<file path="config.mk">
export PLATFORM = sky130hd
export DESIGN_NAME = dmem_arbiter_flat
export DESIGN_NICKNAME = d
export VERILOG_FILES = /design/src/rtl/dmem_arbiter_if.sv /design/src/rtl/dmem_arbiter.sv /design/src/flat_wrapper.sv
export SDC_FILE = /design/constraint.sdc
export NUM_CORES = 1
export LEC_CHECK = 0
export CAP_MARGIN = 20
export CORE_ASPECT_RATIO = 0.7
export CORE_MARGIN = 2
export CORE_UTILIZATION = 36
export CTS_CLUSTER_SIZE = 14
export DETAILED_ROUTE_END_ITERATION = 7
export PLACE_DENSITY_LB_ADDON = 0.25
export SKIP_LAST_GASP = 1
export SLEW_MARGIN = 0
export SYNTH_ARGS = -nofsm -noshare
export SYNTH_HDL_FRONTEND = slang
export SYNTH_SLANG_ARGS = --single-unit
</file>
<file path="constraint.sdc">
create_clock -name clk_i -period 5.5 [get_ports clk_i]
set_input_delay 1.1 -clock clk_i [delete_from_list [all_inputs] [get_ports clk_i]]
set_output_delay 1.1 -clock clk_i [all_outputs]
set_load 0.005 [all_outputs]
</file>
<file path="src/rtl/dmem_arbiter_if.sv">
// Bundle of core-port, loader-port and memory-side signals for the data memory arbiter.
// The slave modport is the arbiter's view. The master modport is the requesters' and memory's view.
interface dmem_arbiter_if #(
  parameter int AW = 8
);
  logic          c_req;
  logic          c_we;
  logic [AW-1:0] c_addr;
  logic [31:0]   c_wd;
  logic [2:0]    c_ctl;
  logic          c_gnt;
  logic          c_stall;
  logic          c_rvalid;
  logic [31:0]   c_rdata;
  logic          c_err;

  logic          l_req;
  logic          l_we;
  logic [AW-1:0] l_addr;
  logic [31:0]   l_wd;
  logic [2:0]    l_ctl;
  logic          l_gnt;
  logic          l_rvalid;
  logic [31:0]   l_rdata;
  logic          l_err;

  logic          m_en;
  logic          m_we;
  logic [3:0]    m_be;
  logic [AW-3:0] m_addr;
  logic [31:0]   m_wd;
  logic [31:0]   m_rd;

  modport slave (
    input  c_req, c_we, c_addr, c_wd, c_ctl,
    input  l_req, l_we, l_addr, l_wd, l_ctl,
    input  m_rd,
    output c_gnt, c_stall, c_rvalid, c_rdata, c_err,
    output l_gnt, l_rvalid, l_rdata, l_err,
    output m_en, m_we, m_be, m_addr, m_wd
  );

  modport master (
    output c_req, c_we, c_addr, c_wd, c_ctl,
    output l_req, l_we, l_addr, l_wd, l_ctl,
    output m_rd,
    input  c_gnt, c_stall, c_rvalid, c_rdata, c_err,
    input  l_gnt, l_rvalid, l_rdata, l_err,
    input  m_en, m_we, m_be, m_addr, m_wd
  );
endinterface

</file>
<file path="src/rtl/dmem_arbiter.sv">
// Shares a single-port data memory between the core MEM stage and the loader.
// It issues a combinational grant, lane/alignment decode, and a one-cycle registered load response.
module dmem_arbiter #(
  parameter int AW           = 8,
  parameter int STARVE_LIMIT = 4
) (
  input logic          clk_i,
  input logic          rst_ni,
  dmem_arbiter_if.slave bus
);
  localparam int SW = $clog2(STARVE_LIMIT + 1);
  localparam logic [SW-1:0] LIMIT = SW'(STARVE_LIMIT);

  // Returns {err, be} for a funct3/we/offset combination.
  function automatic logic [4:0] lane_decode(input logic [2:0] ctl, input logic we,
                                             input logic [1:0] off);
    logic       err;
    logic [3:0] be;
    case (ctl)
      3'b000, 3'b100: begin
        be  = 4'b0001 << off;
        err = ctl[2] & we;
      end
      3'b001, 3'b101: begin
        be  = off[1] ? 4'b1100 : 4'b0011;
        err = off[0] | (ctl[2] & we);
      end
      3'b010: begin
        be  = 4'b1111;
        err = (off != 2'b00);
      end
      default: begin
        be  = 4'b0000;
        err = 1'b1;
      end
    endcase
    return {err, be};
  endfunction

  function automatic logic [31:0] lane_data(input logic [2:0] ctl, input logic [31:0] wd);
    logic [31:0] res;
    case (ctl[1:0])
      2'b00:   res = {4{wd[7:0]}};
      2'b01:   res = {2{wd[15:0]}};
      default: res = wd;
    endcase
    return res;
  endfunction

  function automatic logic [31:0] load_extend(input logic [2:0] ctl, input logic [1:0] off,
                                              input logic [31:0] rd);
    logic [31:0] sh;
    logic [31:0] res;
    sh = rd >> {off, 3'b000};
    case (ctl)
      3'b000:  res = {{24{sh[7]}}, sh[7:0]};
      3'b100:  res = {24'h000000, sh[7:0]};
      3'b001:  res = {{16{sh[15]}}, sh[15:0]};
      3'b101:  res = {16'h0000, sh[15:0]};
      3'b010:  res = rd;
      default: res = 32'h0000_0000;
    endcase
    return res;
  endfunction

  logic [SW-1:0] starve_q, starve_d;
  logic          rsp_valid_q, rsp_valid_d;
  logic          rsp_port_q, rsp_port_d;
  logic          rsp_we_q, rsp_we_d;
  logic [1:0]    rsp_off_q, rsp_off_d;
  logic [2:0]    rsp_ctl_q, rsp_ctl_d;
  logic          rsp_err_q, rsp_err_d;

  logic          l_win_s, c_gnt_s, l_gnt_s, any_gnt_s, acc_s;
  logic          we_s, err_s;
  logic [AW-1:0] addr_s;
  logic [31:0]   wd_s, rsp_data_s;
  logic [2:0]    ctl_s;
  logic [3:0]    be_s;

  // Arbitration and request mux; grants are forced low while reset is asserted.
  always_comb begin
    l_win_s   = bus.l_req & (~bus.c_req | (starve_q == LIMIT));
    c_gnt_s   = rst_ni & bus.c_req & ~l_win_s;
    l_gnt_s   = rst_ni & l_win_s;
    any_gnt_s = c_gnt_s | l_gnt_s;
    if (l_gnt_s) begin
      we_s   = bus.l_we;
      addr_s = bus.l_addr;
      wd_s   = bus.l_wd;
      ctl_s  = bus.l_ctl;
    end else begin
      we_s   = bus.c_we;
      addr_s = bus.c_addr;
      wd_s   = bus.c_wd;
      ctl_s  = bus.c_ctl;
    end
    {err_s, be_s} = lane_decode(ctl_s, we_s, addr_s[1:0]);
    acc_s         = any_gnt_s & ~err_s;
  end

  // Next state for the starvation counter and the response stage.
  always_comb begin
    if (!bus.l_req || l_gnt_s) begin
      starve_d = '0;
    end else if (c_gnt_s && (starve_q != LIMIT)) begin
      starve_d = starve_q + SW'(1);
    end else begin
      starve_d = starve_q;
    end
    rsp_valid_d = any_gnt_s;
    rsp_port_d  = l_gnt_s;
    rsp_we_d    = we_s;
    rsp_off_d   = addr_s[1:0];
    rsp_ctl_d   = ctl_s;
    rsp_err_d   = err_s;
  end

  // State registers.
  always_ff @(posedge clk_i or negedge rst_ni) begin
    if (!rst_ni) begin
      starve_q    <= '0;
      rsp_valid_q <= 1'b0;
      rsp_port_q  <= 1'b0;
      rsp_we_q    <= 1'b0;
      rsp_off_q   <= 2'b00;
      rsp_ctl_q   <= 3'b000;
      rsp_err_q   <= 1'b0;
    end else begin
      starve_q    <= starve_d;
      rsp_valid_q <= rsp_valid_d;
      rsp_port_q  <= rsp_port_d;
      rsp_we_q    <= rsp_we_d;
      rsp_off_q   <= rsp_off_d;
      rsp_ctl_q   <= rsp_ctl_d;
      rsp_err_q   <= rsp_err_d;
    end
  end

  assign rsp_data_s = (rsp_valid_q & ~rsp_we_q & ~rsp_err_q)
                      ? load_extend(rsp_ctl_q, rsp_off_q, bus.m_rd) : 32'h0000_0000;

  assign bus.c_gnt    = c_gnt_s;
  assign bus.l_gnt    = l_gnt_s;
  assign bus.c_stall  = rst_ni & bus.c_req & ~c_gnt_s;
  assign bus.m_en     = acc_s;
  assign bus.m_we     = acc_s & we_s;
  assign bus.m_be     = acc_s ? be_s : 4'b0000;
  assign bus.m_addr   = rst_ni ? addr_s[AW-1:2] : '0;
  assign bus.m_wd     = rst_ni ? lane_data(ctl_s, wd_s) : 32'h0000_0000;

  assign bus.c_rvalid = rsp_valid_q & ~rsp_port_q;
  assign bus.l_rvalid = rsp_valid_q & rsp_port_q;
  assign bus.c_err    = rsp_valid_q & ~rsp_port_q & rsp_err_q;
  assign bus.l_err    = rsp_valid_q & rsp_port_q & rsp_err_q;
  assign bus.c_rdata  = rsp_port_q ? 32'h0000_0000 : rsp_data_s;
  assign bus.l_rdata  = rsp_port_q ? rsp_data_s : 32'h0000_0000;
endmodule

</file>
<file path="src/flat_wrapper.sv">
// flat-port wrapper written by rule: the top's interface ports become plain ports
module dmem_arbiter_flat 
#(
  parameter int AW           = 8,
  parameter int STARVE_LIMIT = 4
)
  (clk_i, rst_ni, bus_c_req, bus_c_we, bus_c_addr, bus_c_wd, bus_c_ctl, bus_l_req, bus_l_we, bus_l_addr, bus_l_wd, bus_l_ctl, bus_m_rd, bus_c_gnt, bus_c_stall, bus_c_rvalid, bus_c_rdata, bus_c_err, bus_l_gnt, bus_l_rvalid, bus_l_rdata, bus_l_err, bus_m_en, bus_m_we, bus_m_be, bus_m_addr, bus_m_wd);
  dmem_arbiter_if #(.AW(AW)) bus_i ();
  input logic clk_i;
  input logic rst_ni;
  input wire logic [$bits(bus_i.c_req)-1:0] bus_c_req;
  input wire logic [$bits(bus_i.c_we)-1:0] bus_c_we;
  input wire logic [$bits(bus_i.c_addr)-1:0] bus_c_addr;
  input wire logic [$bits(bus_i.c_wd)-1:0] bus_c_wd;
  input wire logic [$bits(bus_i.c_ctl)-1:0] bus_c_ctl;
  input wire logic [$bits(bus_i.l_req)-1:0] bus_l_req;
  input wire logic [$bits(bus_i.l_we)-1:0] bus_l_we;
  input wire logic [$bits(bus_i.l_addr)-1:0] bus_l_addr;
  input wire logic [$bits(bus_i.l_wd)-1:0] bus_l_wd;
  input wire logic [$bits(bus_i.l_ctl)-1:0] bus_l_ctl;
  input wire logic [$bits(bus_i.m_rd)-1:0] bus_m_rd;
  output wire logic [$bits(bus_i.c_gnt)-1:0] bus_c_gnt;
  output wire logic [$bits(bus_i.c_stall)-1:0] bus_c_stall;
  output wire logic [$bits(bus_i.c_rvalid)-1:0] bus_c_rvalid;
  output wire logic [$bits(bus_i.c_rdata)-1:0] bus_c_rdata;
  output wire logic [$bits(bus_i.c_err)-1:0] bus_c_err;
  output wire logic [$bits(bus_i.l_gnt)-1:0] bus_l_gnt;
  output wire logic [$bits(bus_i.l_rvalid)-1:0] bus_l_rvalid;
  output wire logic [$bits(bus_i.l_rdata)-1:0] bus_l_rdata;
  output wire logic [$bits(bus_i.l_err)-1:0] bus_l_err;
  output wire logic [$bits(bus_i.m_en)-1:0] bus_m_en;
  output wire logic [$bits(bus_i.m_we)-1:0] bus_m_we;
  output wire logic [$bits(bus_i.m_be)-1:0] bus_m_be;
  output wire logic [$bits(bus_i.m_addr)-1:0] bus_m_addr;
  output wire logic [$bits(bus_i.m_wd)-1:0] bus_m_wd;
  assign bus_i.c_req = bus_c_req;
  assign bus_i.c_we = bus_c_we;
  assign bus_i.c_addr = bus_c_addr;
  assign bus_i.c_wd = bus_c_wd;
  assign bus_i.c_ctl = bus_c_ctl;
  assign bus_i.l_req = bus_l_req;
  assign bus_i.l_we = bus_l_we;
  assign bus_i.l_addr = bus_l_addr;
  assign bus_i.l_wd = bus_l_wd;
  assign bus_i.l_ctl = bus_l_ctl;
  assign bus_i.m_rd = bus_m_rd;
  assign bus_c_gnt = bus_i.c_gnt;
  assign bus_c_stall = bus_i.c_stall;
  assign bus_c_rvalid = bus_i.c_rvalid;
  assign bus_c_rdata = bus_i.c_rdata;
  assign bus_c_err = bus_i.c_err;
  assign bus_l_gnt = bus_i.l_gnt;
  assign bus_l_rvalid = bus_i.l_rvalid;
  assign bus_l_rdata = bus_i.l_rdata;
  assign bus_l_err = bus_i.l_err;
  assign bus_m_en = bus_i.m_en;
  assign bus_m_we = bus_i.m_we;
  assign bus_m_be = bus_i.m_be;
  assign bus_m_addr = bus_i.m_addr;
  assign bus_m_wd = bus_i.m_wd;
  dmem_arbiter #(.AW(AW), .STARVE_LIMIT(STARVE_LIMIT)) u_core (.clk_i(clk_i), .rst_ni(rst_ni), .bus(bus_i));
endmodule
</file>
* Yosys cells after proc, flatten, opt, wreduce, memory -nomap -nowiden
Index checks and enable logic that the tools add are counted.
** Cells by class
- Add/sub/neg operators :: 1
- Equal/unequal tests :: 11
- Shift operators :: 2
- Muxes and demuxes :: 17
- Bitwise gates (word level) :: 24
- Reduce and logical (&&, ||, !) cells :: 10
** Operators with widths (number)
- 32-bit two-way mux :: 5
- 32-bit case mux with 5 select lines :: 1
- 32-bit case mux with 2 select lines :: 1
- 32-bit by 5-bit right shift with 16-bit output :: 1
- 3-bit equality test, second input constant :: 5
- 1-bit bitwise AND :: 14
- 4-bit case mux with 3 select lines :: 1
- 3-bit two-way mux :: 3
- 4-bit two-way mux :: 2
- 8-bit two-way mux :: 1
- 1-bit NOT :: 7
- 3-bit by 1-bit equality test with 1-bit output, second input constant :: 2
- 3-bit by 2-bit equality test with 1-bit output, second input constant :: 2
- 3-bit zero test :: 2
- 6-bit two-way mux :: 1
- 2-bit nonzero test :: 2
- 2-bit OR reduction :: 2
- 1-bit by 2-bit left shift with 4-bit output, first input constant :: 1
- 3-bit by 1-bit adder with 3-bit output, second input constant :: 1
- 3-bit != test, second input constant :: 1
- 1-bit OR :: 3
- 1-bit case mux with 3 select lines :: 1
- 2-bit by 1-bit equality test with 1-bit output, second input constant :: 1
- 2-bit zero test :: 1
- 4 further kinds :: 4
** Word-level totals
- Bits in registers :: 12
- Input port bits :: 124
- Output and inout port bits :: 115

* Logic depth before layout (Yosys ltp)
Gate-level depths: netlist of the first run.
- Depth after elaboration :: 11
- Depth in mapped cells :: 9
- Depth with buffers taken out :: 7

* Least setup slack after synthesis of the first run
Ideal clock, no wire load.
- Path type :: input port to output port
- Start point :: input port bus_c_req
- End point :: output port bus_m_wd[19]
- Arrival :: 2244 ps
- Required time :: 4400 ps
- Setup slack :: 2156 ps
- Stages on the path :: 5
- Buffers on the path :: 1
- Cells stage by stage :: a21bo_2 > nand2_1 > buf_2 > mux2_2 > o2111a_1
** On the way
- Longest elaborated chain between the ends :: 8
** Ends and longest elaborated chain
- start, declared :: line flat_wrapper.sv:11 : input wire logic [$bits(bus_i.c_req)-1:0] bus_c_req;
- 1-bit NOT (*) :: line dmem_arbiter.sv:83 : l_win_s = bus.l_req & (~bus.c_req | (starve_q == LIMIT));
- 1-bit OR (*) :: line dmem_arbiter.sv:83
- 1-bit bitwise AND (*) :: line dmem_arbiter.sv:83
- 1-bit bitwise AND (*) :: line dmem_arbiter.sv:85 : l_gnt_s = rst_ni & l_win_s;
- 3-bit two-way mux :: line dmem_arbiter.sv:87 : if (l_gnt_s) begin
- 2-bit by 1-bit equality test with 1-bit output or 2-bit zero test (tied branches) :: line dmem_arbiter.sv:42 : case (ctl[1:0])
- 32-bit case mux with 2 select lines (*) :: line dmem_arbiter.sv:42
- 32-bit two-way mux (*) :: line dmem_arbiter.sv:150 : assign bus.m_wd = rst_ni ? lane_data(ctl_s, wd_s) : 32'h0000_0000;
- end, declared :: line flat_wrapper.sv:35 : output wire logic [$bits(bus_i.m_wd)-1:0] bus_m_wd;
Mark *: on every way between the ends. The rest lies on a longest branch, timed or not.

* Worst setup path after layout of the first run
- Start point :: input port bus_l_req
- End point :: output port bus_m_be[0]
** On the way
- Longest elaborated chain between the ends :: 9
** Ends and longest elaborated chain
- start, declared :: line flat_wrapper.sv:16 : input wire logic [$bits(bus_i.l_req)-1:0] bus_l_req;
- 1-bit bitwise AND (*) :: line dmem_arbiter.sv:83
- 1-bit bitwise AND :: line dmem_arbiter.sv:85
- 3-bit two-way mux or 1-bit two-way mux (tied branches) :: line dmem_arbiter.sv:87
- 3-bit by 1-bit equality test with 1-bit output, or another cell as far along :: line dmem_arbiter.sv:19 : case (ctl)
- 2-bit OR reduction or 1-bit OR (tied branches) :: line dmem_arbiter.sv:19, dmem_arbiter.sv:26
- 1-bit case mux with 3 select lines :: line dmem_arbiter.sv:19
- 1-bit NOT :: line dmem_arbiter.sv:99 : acc_s = any_gnt_s & ~err_s;
- 1-bit bitwise AND :: line dmem_arbiter.sv:99
- 4-bit two-way mux (*) :: line dmem_arbiter.sv:148 : assign bus.m_be = acc_s ? be_s : 4'b0000;
- end, declared :: line flat_wrapper.sv:33 : output wire logic [$bits(bus_i.m_be)-1:0] bus_m_be;
Marked as above.

==> summary.md, run 1 <==
| Metric | Value |
|---|---|
| Status | `finished, final reports clean` |
| Ys Warns | `0` |
| Transition time of the tightest slew-check pin | `992 ps` |
| Post-DP Area | `5260 um2` |
| Synth area leader | `nand2_1` |
| DRT Wirelength | `14.3 mm` |
| Clk_skew | `~2.0 ps` |
| Overflow after GRT | `0` |
| Area growth from synthesis to layout | `86.2%` |
| Crit path capture type | `output pin` |
| Critical-path top delay cell | `clkdlybuf4s50_1` |
| CP startpoint kind | `primary input` |
| RSZ-0062 raised after global routing | `no` |
| Skew-Pair Late Insertion Delay | `240 ps` |
| PD cells | `112 nW/um2` |
| Top_reg_cell synth | `dfrtp_1` |
| H-tree depth | `1` |
| Port bufs | `238` |
| Pleak | `1.88 nW` |
| Minimum setup slack in the final design | `452 ps` |
| Vias per cell | `5.90` |
| Slew headroom | `0.339` |
| GP Congestion | `0.934` |
| Post-Syn Area per Cell | `6.55 um2` |
| Max VDD drop | `roughly 130 uV` |
| Register bit total from synthesis | `12` |
| Largest delay share family, worst path | `buffers and inverters` |
| Crit-path cells | `clkdlybuf4s50_1 > and2_1 > nand2_2 > inv_2 > a22oi_1 > a31oi_1 > clkdlybuf4s50_1` |
| N_diodes | `0` |
| Clock sinks | `12` |
| Final Cell Area | `roughly 5400 um2` |
| Via count | `between 4,000 and 5,000` |
| Hold Path Class | `reg2reg` |
| Final Slew Violations | `0` |
| Ports | `between 200 and 250` |
| Worst EP required | `4400 ps` |
| Endpoints failing setup | `0` |
| TNS Setup | `0 ps` |
| Share of cells above drive strength 1 | `0.0613` |
| Most common cell after layout, fill and taps aside | `clkdlybuf4s50_1` |
| Commonest non-fill, non-tap cells in the layout | `238 x clkdlybuf4s50_1, 88 x nand2_1, 43 x a21oi_1, 38 x nor2_1, 18 x a21boi_0` |
| Setup Fix Bufs, Post-CTS | `0` |
| Num CTS Buffers | `3` |
| Number of synthesized flops with an enable pin | `0` |
| Max-cap violations | `0` |
| Pin count of the biggest net entering global routing | `51` |
| Final hold vios | `0` |
| Crit Path Class | `in2out` |
| CP max FO | `35` |
| Fmax | `0.198 GHz` |
| Finished Layout Cells | `753` |
| Antenna-violating nets left | `0` |
| Die W | `approximately 110 um` |
| Initial core utilization | `0.369` |
| Total GRT Usage | `0.305` |
| # DRC | `0` |
| Die H | `~79 um` |
| CORE AREA | `7840 um2` |
| Worst-path clk slew | `50 ps` |
| Place WS | `~580 ps` |
| Nets | `779` |
| Final worst path period share | `0.918` |
| Synth cell types | `54` |
| Dpl hpwl | `around 11 mm` |
| Ys async rst share | `1.00` |
| Top cells by area in the synthesized netlist | `nand2_1 11%, dfrtp_1 10%, a21oi_1 7.4%` |
| Synth Instances | `441` |
| Initial antenna violation count | `0` |
| Wire per inst | `approximately 19 um` |
| CTS max path bufs | `2` |
| Die ar. | `between 8000 and 9000 um2` |
| Synthesized area | `2890 um2` |
| Max stage delay on crit path | `between 600 and 700 ps` |
| Net Count, Synth | `567` |
| Worst path most repeated cell | `clkdlybuf4s50_1` |
| DRT iter0 DRCs | `553` |
| CTS tree | `built` |
| Worst Path Arrival | `3950 ps` |
| Root Buffer | `clkbuf_16` |
| First-pass GRT wire length | `22.0 mm` |
| Period minus WS final | `5050 ps` |
| Bufs and invs on worst path | `3` |
| Post-synth top area share | `0.114` |
| Row count | `27` |
| Cts hold-fix bufs | `0` |
| 1st-pass router iterations | `5` |
| Vias in the first global route | `4,175` |
| Seq/Total Area, Yosys | `0.104` |
| Fillers | `680` |
| Cell count after placement | `747` |
| Post-cts resize count | `0` |
final cells by class:
class	count	area, um2	share of cell area
Multi-Input combinational cell	380	2360	0.439
Inverter	8	30.0	0.00558
Sequential cell	12	300	0.0558
Timing Repair Buffer	248	2470	0.460
Clock buffer	4	88.8	0.0165
Tap cell	101	126	0.0235
where the power goes:
part / total (mW) / internal, mW / leakage [nW] / switching [mW]
clock network: 0.152 / 0.110 / 0.0442 / 0.0414
logic: 0.345 / 0.190 / 1.69 / 0.155
registers: 0.107 / 0.0936 / 0.148 / 0.0135
total: 0.603 / 0.394 / 1.88 / 0.210
sequential cells by signal, indices dropped and copies added (netlist names):
| signal | flops |
|---|---|
| u_core.rsp_ctl_q | 3 |
| u_core.rsp_err_q | 1 |
| u_core.rsp_off_q | 2 |
| u_core.rsp_port_q | 1 |
| u_core.rsp_valid_q | 1 |
| u_core.rsp_we_q | 1 |
| u_core.starve_q | 3 |
path summary, 6_finish.rpt:
check / from / endpoint / slack, ps / depth (start not counted)
setup / recovery: bus_l_req / bus_m_be[0] / 450 / 7
max in group asynchronous: rst_ni / u_core.rsp_we_q / 3800 / 2
setup reg to reg: u_core.starve_q[0] / u_core.rsp_ctl_q[0] / 3520 / 7
hold reg to reg: u_core.starve_q[2] / u_core.starve_q[2] / 590 / 2
hold / removal: u_core.starve_q[2] / u_core.starve_q[2] / 590 / 2
min in group asynchronous: rst_ni / u_core.starve_q[1] / 1370 / 2
synthesized netlist by cell type (2+ instances only):
cell type   n
buf_6       2
a22oi_1     2
and2_1      5
inv_2       2
o221ai_1   16
dfrtp_1    12
nand4b_1    2
a32oi_1     8
or3_1      16
buf_2      15
o211ai_1    4
clkinv_1    2
o2111a_1    8
ha_1        2
nor2b_1    11
a21oi_1    43
nand2_1    88
nor2_1     38
o41ai_1     2
a221o_1     2
a211oi_2    5
mux2i_1    10
buf_4       4
a211o_1     7
o2bb2ai_1   6
mux2_2      9
nand2b_1    4
a31oi_1    17
and3_1      2
a21boi_0   18
inv_1       4
o311ai_0    8
nand3_1     6
nor3_1     12
o21ai_0    11
clkbuf_1   20
metrics by stage:
step | total power [mW] | utilization | hold slack [ps]
finish | 0.603 | 0.686 | 590
global route | 0.635 | 0.686 | 634
CTS | 0.597 | 0.682 | 583
detailed placement | 0.445 | 0.671 | 578
global placement | 0.436 | 0.671 | 565
floorplan | 0.250 | - | 529
tightest hold or removal path, stage by stage (launching register included):
cell and delay, ps:
dfrtp_1 400, nand2_1 70, a21boi_0 70
cell families after synthesis:
logic type | share of synthesized area
fa+ha+maj | 0.00866
compound gates | 0.408
simple gates | 0.321
buf+inv | 0.0806
flops | 0.104
mux | 0.0775
layer usage:
layer	wire, um	share of wire	global-route usage	up-vias
li1	-	-	-	2075
met1	5980	0.42	0.410	2081
met2	6630	0.46	0.502	262
met3	1450	0.10	0.0763	22
met4	236	0.017	0.0630	0
met5	0	0	0	-
Power figures use the tool's default switching activity.
==> run 2, diff against run 1 <==
- CAP_MARGIN: 20 -> unset
==> summary.md, run 2 (synthesis results as in run 1) <==
| Metric | Value |
|---|---|
| Initial core utilization | `0.369 (unchanged)` |
| Critical path origin | `bus_l_req` |
| Most common cell after layout, fill and taps aside | `clkdlybuf4s50_1` |
| Worst path most repeated cell | `clkdlybuf4s50_1` |
| Fillers | `682 (+0.29%)` |
| DRT iter0 DRCs | `573 (+3.6%)` |
| Share of cells above drive strength 1 | `0.0585 (-0.00289)` |
| Total GRT Usage | `0.305 (unchanged)` |
| Crit. path cell count | `7 (unchanged)` |
| Status | `finished, final reports clean` |
| Final hold vios | `0 (unchanged)` |
| CP startpoint kind | `primary input` |
| Worst-path clk slew | `50 ps (about the same)` |
| Final worst path period share | `0.914 (-0.00368)` |
| RSZ-0062 raised after global routing | `no` |
| PD cells | `113 nW/um2 (+0.48%)` |
| Hold wc startpoint | `u_core.starve_q[2]` |
| Via count | `4,478 (+0.86%)` |
| Period minus WS final | `5030 ps (-20.2 ps)` |
| 1st-pass router iterations | `8 (+3)` |
| GP Congestion | `0.934 (unchanged)` |
| Bufs and invs on worst path | `3 (unchanged)` |
| Overflow after GRT | `0 (unchanged)` |
| Crit-path cells | `clkdlybuf4s50_1 > and2_1 > nand2_2 > inv_2 > a22oi_1 > a31oi_1 > clkdlybuf4s50_1` |
| # DRC | `0 (unchanged)` |
| H-tree depth | `1 (unchanged)` |
| Hold Path Class | `reg2reg` |
| Crit path capture type | `output pin` |
| Post-cts resize count | `0 (unchanged)` |
| N_diodes | `0 (unchanged)` |
| Critical-path top delay cell | `clkdlybuf4s50_1` |
| Die W | `111 um (unchanged)` |
| Row count | `27 (unchanged)` |
| Minimum setup slack in the final design | `472 ps (+20.2 ps)` |
| CTS max path bufs | `2 (unchanged)` |
| Cts hold-fix bufs | `0 (unchanged)` |
| Clock sinks | `12 (unchanged)` |
| CORE AREA | `7840 um2 (unchanged)` |
| CTS tree | `built` |
| Num CTS Buffers | `3 (unchanged)` |
| Final Cell Area | `5350 um2 (-0.56%)` |
| Skew-Pair Late Insertion Delay | `240 ps (about the same)` |
| Antenna-violating nets left | `0 (unchanged)` |
| Initial antenna violation count | `0 (unchanged)` |
| Worst hold path stage count | `2 (unchanged)` |
| Post-DP Area | `5260 um2 (unchanged)` |
| Max-cap violations | `0 (unchanged)` |
| Nets | `777 (-0.26%)` |
| Area growth from synthesis to layout | `85.1%` |
| Worst Path Arrival | `3930 ps (-20 ps)` |
| Setup Fix Bufs, Post-CTS | `0 (unchanged)` |
| Max stage delay on crit path | `610 ps (about the same)` |
| Largest registers | `u_core.rsp_ctl_q x3, u_core.starve_q x3, u_core.rsp_off_q x2` |
| Ports | `239 (unchanged)` |
| Commonest non-fill, non-tap cells in the layout | `238 x clkdlybuf4s50_1, 88 x nand2_1, 43 x a21oi_1, 38 x nor2_1, 18 x a21boi_0` |
| Worst r2r path cells | `7 (unchanged)` |
| Die ar. | `8770 um2 (unchanged)` |
| Max VDD drop | `127 uV (-0.21%)` |
| Root Buffer | `clkbuf_16` |
| Fmax | `0.199 GHz (+0.40%)` |
| Final Slew Violations | `0 (unchanged)` |
| Largest delay share family, worst path | `buffers and inverters` |
| RR Startpoint | `u_core.starve_q[0]` |
| TNS Setup | `0 ps (unchanged)` |
| Crit Path Class | `in2out` |
| Dpl hpwl | `11.2 mm (unchanged)` |
| CP max FO | `35 (unchanged)` |
| Final core occ | `0.682 (-0.00383)` |
| Pleak | `1.86 nW (-0.81%)` |
| DRT Wirelength | `14.2 mm (-0.39%)` |
| Vias in the first global route | `4,175 (unchanged)` |
| First-pass GRT wire length | `22.0 mm (unchanged)` |
| Endpoints failing setup | `0 (unchanged)` |
| Port bufs | `238 (unchanged)` |
| Pin count of the biggest net entering global routing | `51 (unchanged)` |
| Die H | `79.0 um (unchanged)` |
| Transition time of the tightest slew-check pin | `1030 ps (+35.5 ps)` |
| Slew headroom | `0.313 (-0.0257)` |
| Worst EP required | `4400 ps (about the same)` |
| Clk_skew | `1.42 ps (-0.597 ps)` |
| Vias per cell | `5.96 (+1.1%)` |
| Register-to-Register Setup Slack | `3510 ps (about the same)` |
| Wire per inst | `19.0 um (-0.13%)` |
| Place WS | `581 ps (unchanged)` |
[run 2: final cells by class]
type                       instances  area [um2]  share of cell area
sequential                        12         300              0.0561
clock buffer                       4        88.8              0.0166
tap                              101         126              0.0236
multi-input combinational        380        2360               0.441
inverter                           8        30.0             0.00561
timing repair buffer             246        2440               0.457
[run 2: per-layer routing]
metal  global-route usage  vias to the layer above  wire [um]
met5                    0                        -          0
met4               0.0630                        0        244
met3               0.0763                       20       1470
met2                0.502                      276       6540
met1                0.410                     2110       5990
li1                     -                     2072          -
[run 2: worst reg2reg max path, stage by stage, from the launching register on]
cell and delay, ps:
dfrtp_1 380, inv_1 70, ha_1 210, a21bo_2 250, nand2_2 360, inv_2 370
nand2_1 150, nand2_1 70
[run 2: where the power goes]
| part | switching, mW | internal [mW] | total (mW) |
|---|---|---|---|
| Clock | 0.0416 | 0.110 | 0.152 |
| Sequential | 0.0136 | 0.0936 | 0.107 |
| Combinational | 0.154 | 0.189 | 0.344 |
| Total | 0.210 | 0.393 | 0.603 |
[run 2: final timing paths]
path	to
min in group asynchronous	u_core.starve_q[2]
setup / recovery	bus_m_be[0]
hold / removal	u_core.starve_q[2]
setup reg to reg	u_core.rsp_ctl_q[0]
hold reg to reg	u_core.starve_q[2]
max in group asynchronous	u_core.rsp_valid_q
[run 2: per-stage QoR]
stage	hold WS (ps)	std cells	power (mW)
2_1_floorplan	529	441	0.250
3_3_place_gp	565	747	0.436
3_5_place_dp	578	747	0.445
4_1_cts	583	751	0.597
5_1_grt	634	751	0.634
6_report	590	751	0.603
==> run 3, diff against run 2 <==
- GPL_ROUTABILITY_DRIVEN: unset -> 0
- GPL_TIMING_DRIVEN: unset -> 0
==> summary.md, run 3 (synthesis results as in run 1) <==
| Metric | Value |
|---|---|
| Endpoints failing setup | `0 (unchanged)` |
| Finished Layout Cells | `781 (+4.0%)` |
| DRT Wirelength | `15.0 mm (+5.3%)` |
| Place WS | `366 ps (-215 ps)` |
| Minimum setup slack in the final design | `225 ps (-247 ps)` |
| Initial core utilization | `0.369 (unchanged)` |
| Die ar. | `8770 um2 (unchanged)` |
| # DRC | `0 (unchanged)` |
| Pleak | `1.92 nW (+3.1%)` |
| Post-DP Area | `5380 um2 (+2.2%)` |
| Worst EP required | `4400 ps (about the same)` |
| Multi-input logic area | `2360 um2 (-0.21%)` |
| Skew-Pair Late Insertion Delay | `240 ps (about the same)` |
| Pin count of the biggest net entering global routing | `16 (-69%)` |
| Wire per inst | `19.2 um (+1.3%)` |
| Clock power frac | `0.224 (-0.028)` |
| Final Slew Violations | `0 (unchanged)` |
| Sequential Power Share | `0.165 (-0.013)` |
| Crit path capture type | `output pin` |
| Int Power | `0.383 mW (-2.6%)` |
| Port bufs | `236 (-0.84%)` |
| N_diodes | `0 (unchanged)` |
| RSZ-0062 raised after global routing | `no` |
| Cts hold-fix bufs | `0 (unchanged)` |
| Final Cell Area | `5450 um2 (+1.9%)` |
| Crit Path Class | `in2out` |
| Root Buffer | `clkbuf_16` |
| RR Startpoint | `u_core.starve_q[0]` |
| Max VDD drop | `120 uV (-5.5%)` |
| Overflow after GRT | `0 (unchanged)` |
| Vias in the first global route | `4,343 (+4.0%)` |
| Final worst path period share | `0.959 (+0.0449)` |
| Initial antenna violation count | `0 (unchanged)` |
| Clock sinks | `12 (unchanged)` |
| Slew headroom | `0.341 (+0.0284)` |
| Area growth from synthesis to layout | `88.7%` |
| Share of cells above drive strength 1 | `0.0721 (+0.0136)` |
| Combinational cell fraction of total power | `0.611 (+0.040)` |
| Transition time of the tightest slew-check pin | `975 ps (-51.9 ps)` |
| Final hold vios | `0 (unchanged)` |
| CORE AREA | `7840 um2 (unchanged)` |
| CP max FO | `15 (-57%)` |
| Clk_skew | `4.07 ps (+2.65 ps)` |
| Max-cap violations | `0 (unchanged)` |
| Hold wc startpoint | `u_core.starve_q[2]` |
| Vias per cell | `6.05 (+1.5%)` |
| Fillers | `675 (-1.0%)` |
| Most common cell after layout, fill and taps aside | `clkdlybuf4s50_1` |
| First-pass GRT wire length | `22.8 mm (+3.7%)` |
| Num CTS Buffers | `3 (unchanged)` |
| TNS Setup | `0 ps (unchanged)` |
| Period minus WS final | `5270 ps (+247 ps)` |
| Worst-path clk slew | `40 ps (about the same)` |
| Setup Fix Bufs, Post-CTS | `0 (unchanged)` |
| Commonest non-fill, non-tap cells in the layout | `236 x clkdlybuf4s50_1, 88 x nand2_1, 43 x a21oi_1, 38 x nor2_1, 20 x clkbuf_1` |
| Largest registers | `u_core.rsp_ctl_q x3, u_core.starve_q x3, u_core.rsp_off_q x2` |
| Row count | `27 (unchanged)` |
| Sw Ratio | `0.358 (+0.0105)` |
| Total GRT Usage | `0.320 (+0.0150)` |
| Via count | `4,727 (+5.6%)` |
| Cell count after placement | `778 (+4.1%)` |
| Register area | `300 um2 (unchanged)` |
| Die H | `79.0 um (unchanged)` |
| Status | `finished, final reports clean` |
| Nets | `808 (+4.0%)` |
| Critical path origin | `rst_ni` |
| 1st-pass router iterations | `5 (-3)` |
| Antenna-violating nets left | `0 (unchanged)` |
| PD cells | `109 nW/um2 (-2.9%)` |
| Post-cts resize count | `0 (unchanged)` |
| Net switching power | `0.214 mW (+2.0%)` |
| H-tree depth | `1 (unchanged)` |
| Worst Path Arrival | `4170 ps (+240 ps)` |
| Die W | `111 um (unchanged)` |
| Dpl hpwl | `12.3 mm (+9.8%)` |
| CP startpoint kind | `primary input` |
| Fmax | `0.190 GHz (-4.7%)` |
| CTS tree | `built` |
| Hold Path Class | `reg2reg` |
| DRT iter0 DRCs | `416 (-27%)` |
| Ports | `239 (unchanged)` |
| CTS max path bufs | `2 (unchanged)` |
[run 3: cell types whose count changed in the layout (fill, tap and decap cells not counted), moves of 2 or more]
| cell | change |
|---|---|
| clkbuf_1 | +20 |
| buf_2 | +15 |
| buf_4 | -4 |
| buf_6 | +2 |
| clkdlybuf4s50_1 | -2 |
[run 3: power groups by stage]
stage,Combinational [mW],Clock (mW),Sequential (mW)
global route,0.387,0.137,0.0995
global placement,0.346,0,0.0993
detailed placement,0.355,0,0.0998
finish,0.365,0.134,0.0988
CTS,0.357,0.133,0.0986
floorplan,0.152,0,0.0982
[run 3: final cells by class]
cell class,instances,area share
flip-flops and latches,12,0.0551
inverters,8,0.00551
well taps,101,0.0232
multi-input cells,380,0.432
plain buffers,41,0.0372
clock buffers,3,0.0138
repair buffers,236,0.433
[run 3: metrics by stage]
step                total power, mW   util  hold slack, ps
floorplan                     0.250      -             529
global placement              0.445  0.686             551
detailed placement            0.455  0.686             575
CTS                           0.589  0.696             581
global route                  0.624  0.696             611
finish                        0.597  0.696             576
[run 3: worst max-delay path, cell delays in order]
cell and delay [ps]:
clkdlybuf4s50_1 890, and2_1 310, nand2_2 170, buf_2 230
o311ai_0 860, a21oi_1 110, clkdlybuf4s50_1 500
[run 3: path summary, 6_finish.rpt]
check / endpoint / slack (ps) / depth (start not counted)
worst min register to register: u_core.starve_q[2] / 580 / 2
max in group asynchronous: u_core.rsp_valid_q / 3820 / 1
worst max register to register: u_core.rsp_ctl_q[0] / 3560 / 9
worst max-delay path: bus_m_wd[29] / 230 / 7
min in group asynchronous: u_core.rsp_ctl_q[1] / 1260 / 1
worst min-delay path: u_core.starve_q[2] / 580 / 2
[run 3: routing by layer]
| layer | wire length [um] | GRT usage | share of wire | vias up |
|---|---|---|---|---|
| met5 | 0 | 0 | 0 | - |
| met4 | 305 | 0.0704 | 0.020 | 0 |
| met3 | 1890 | 0.0725 | 0.13 | 30 |
| met2 | 6760 | 0.517 | 0.45 | 344 |
| met1 | 6040 | 0.440 | 0.40 | 2209 |
| li1 | - | - | - | 2144 |
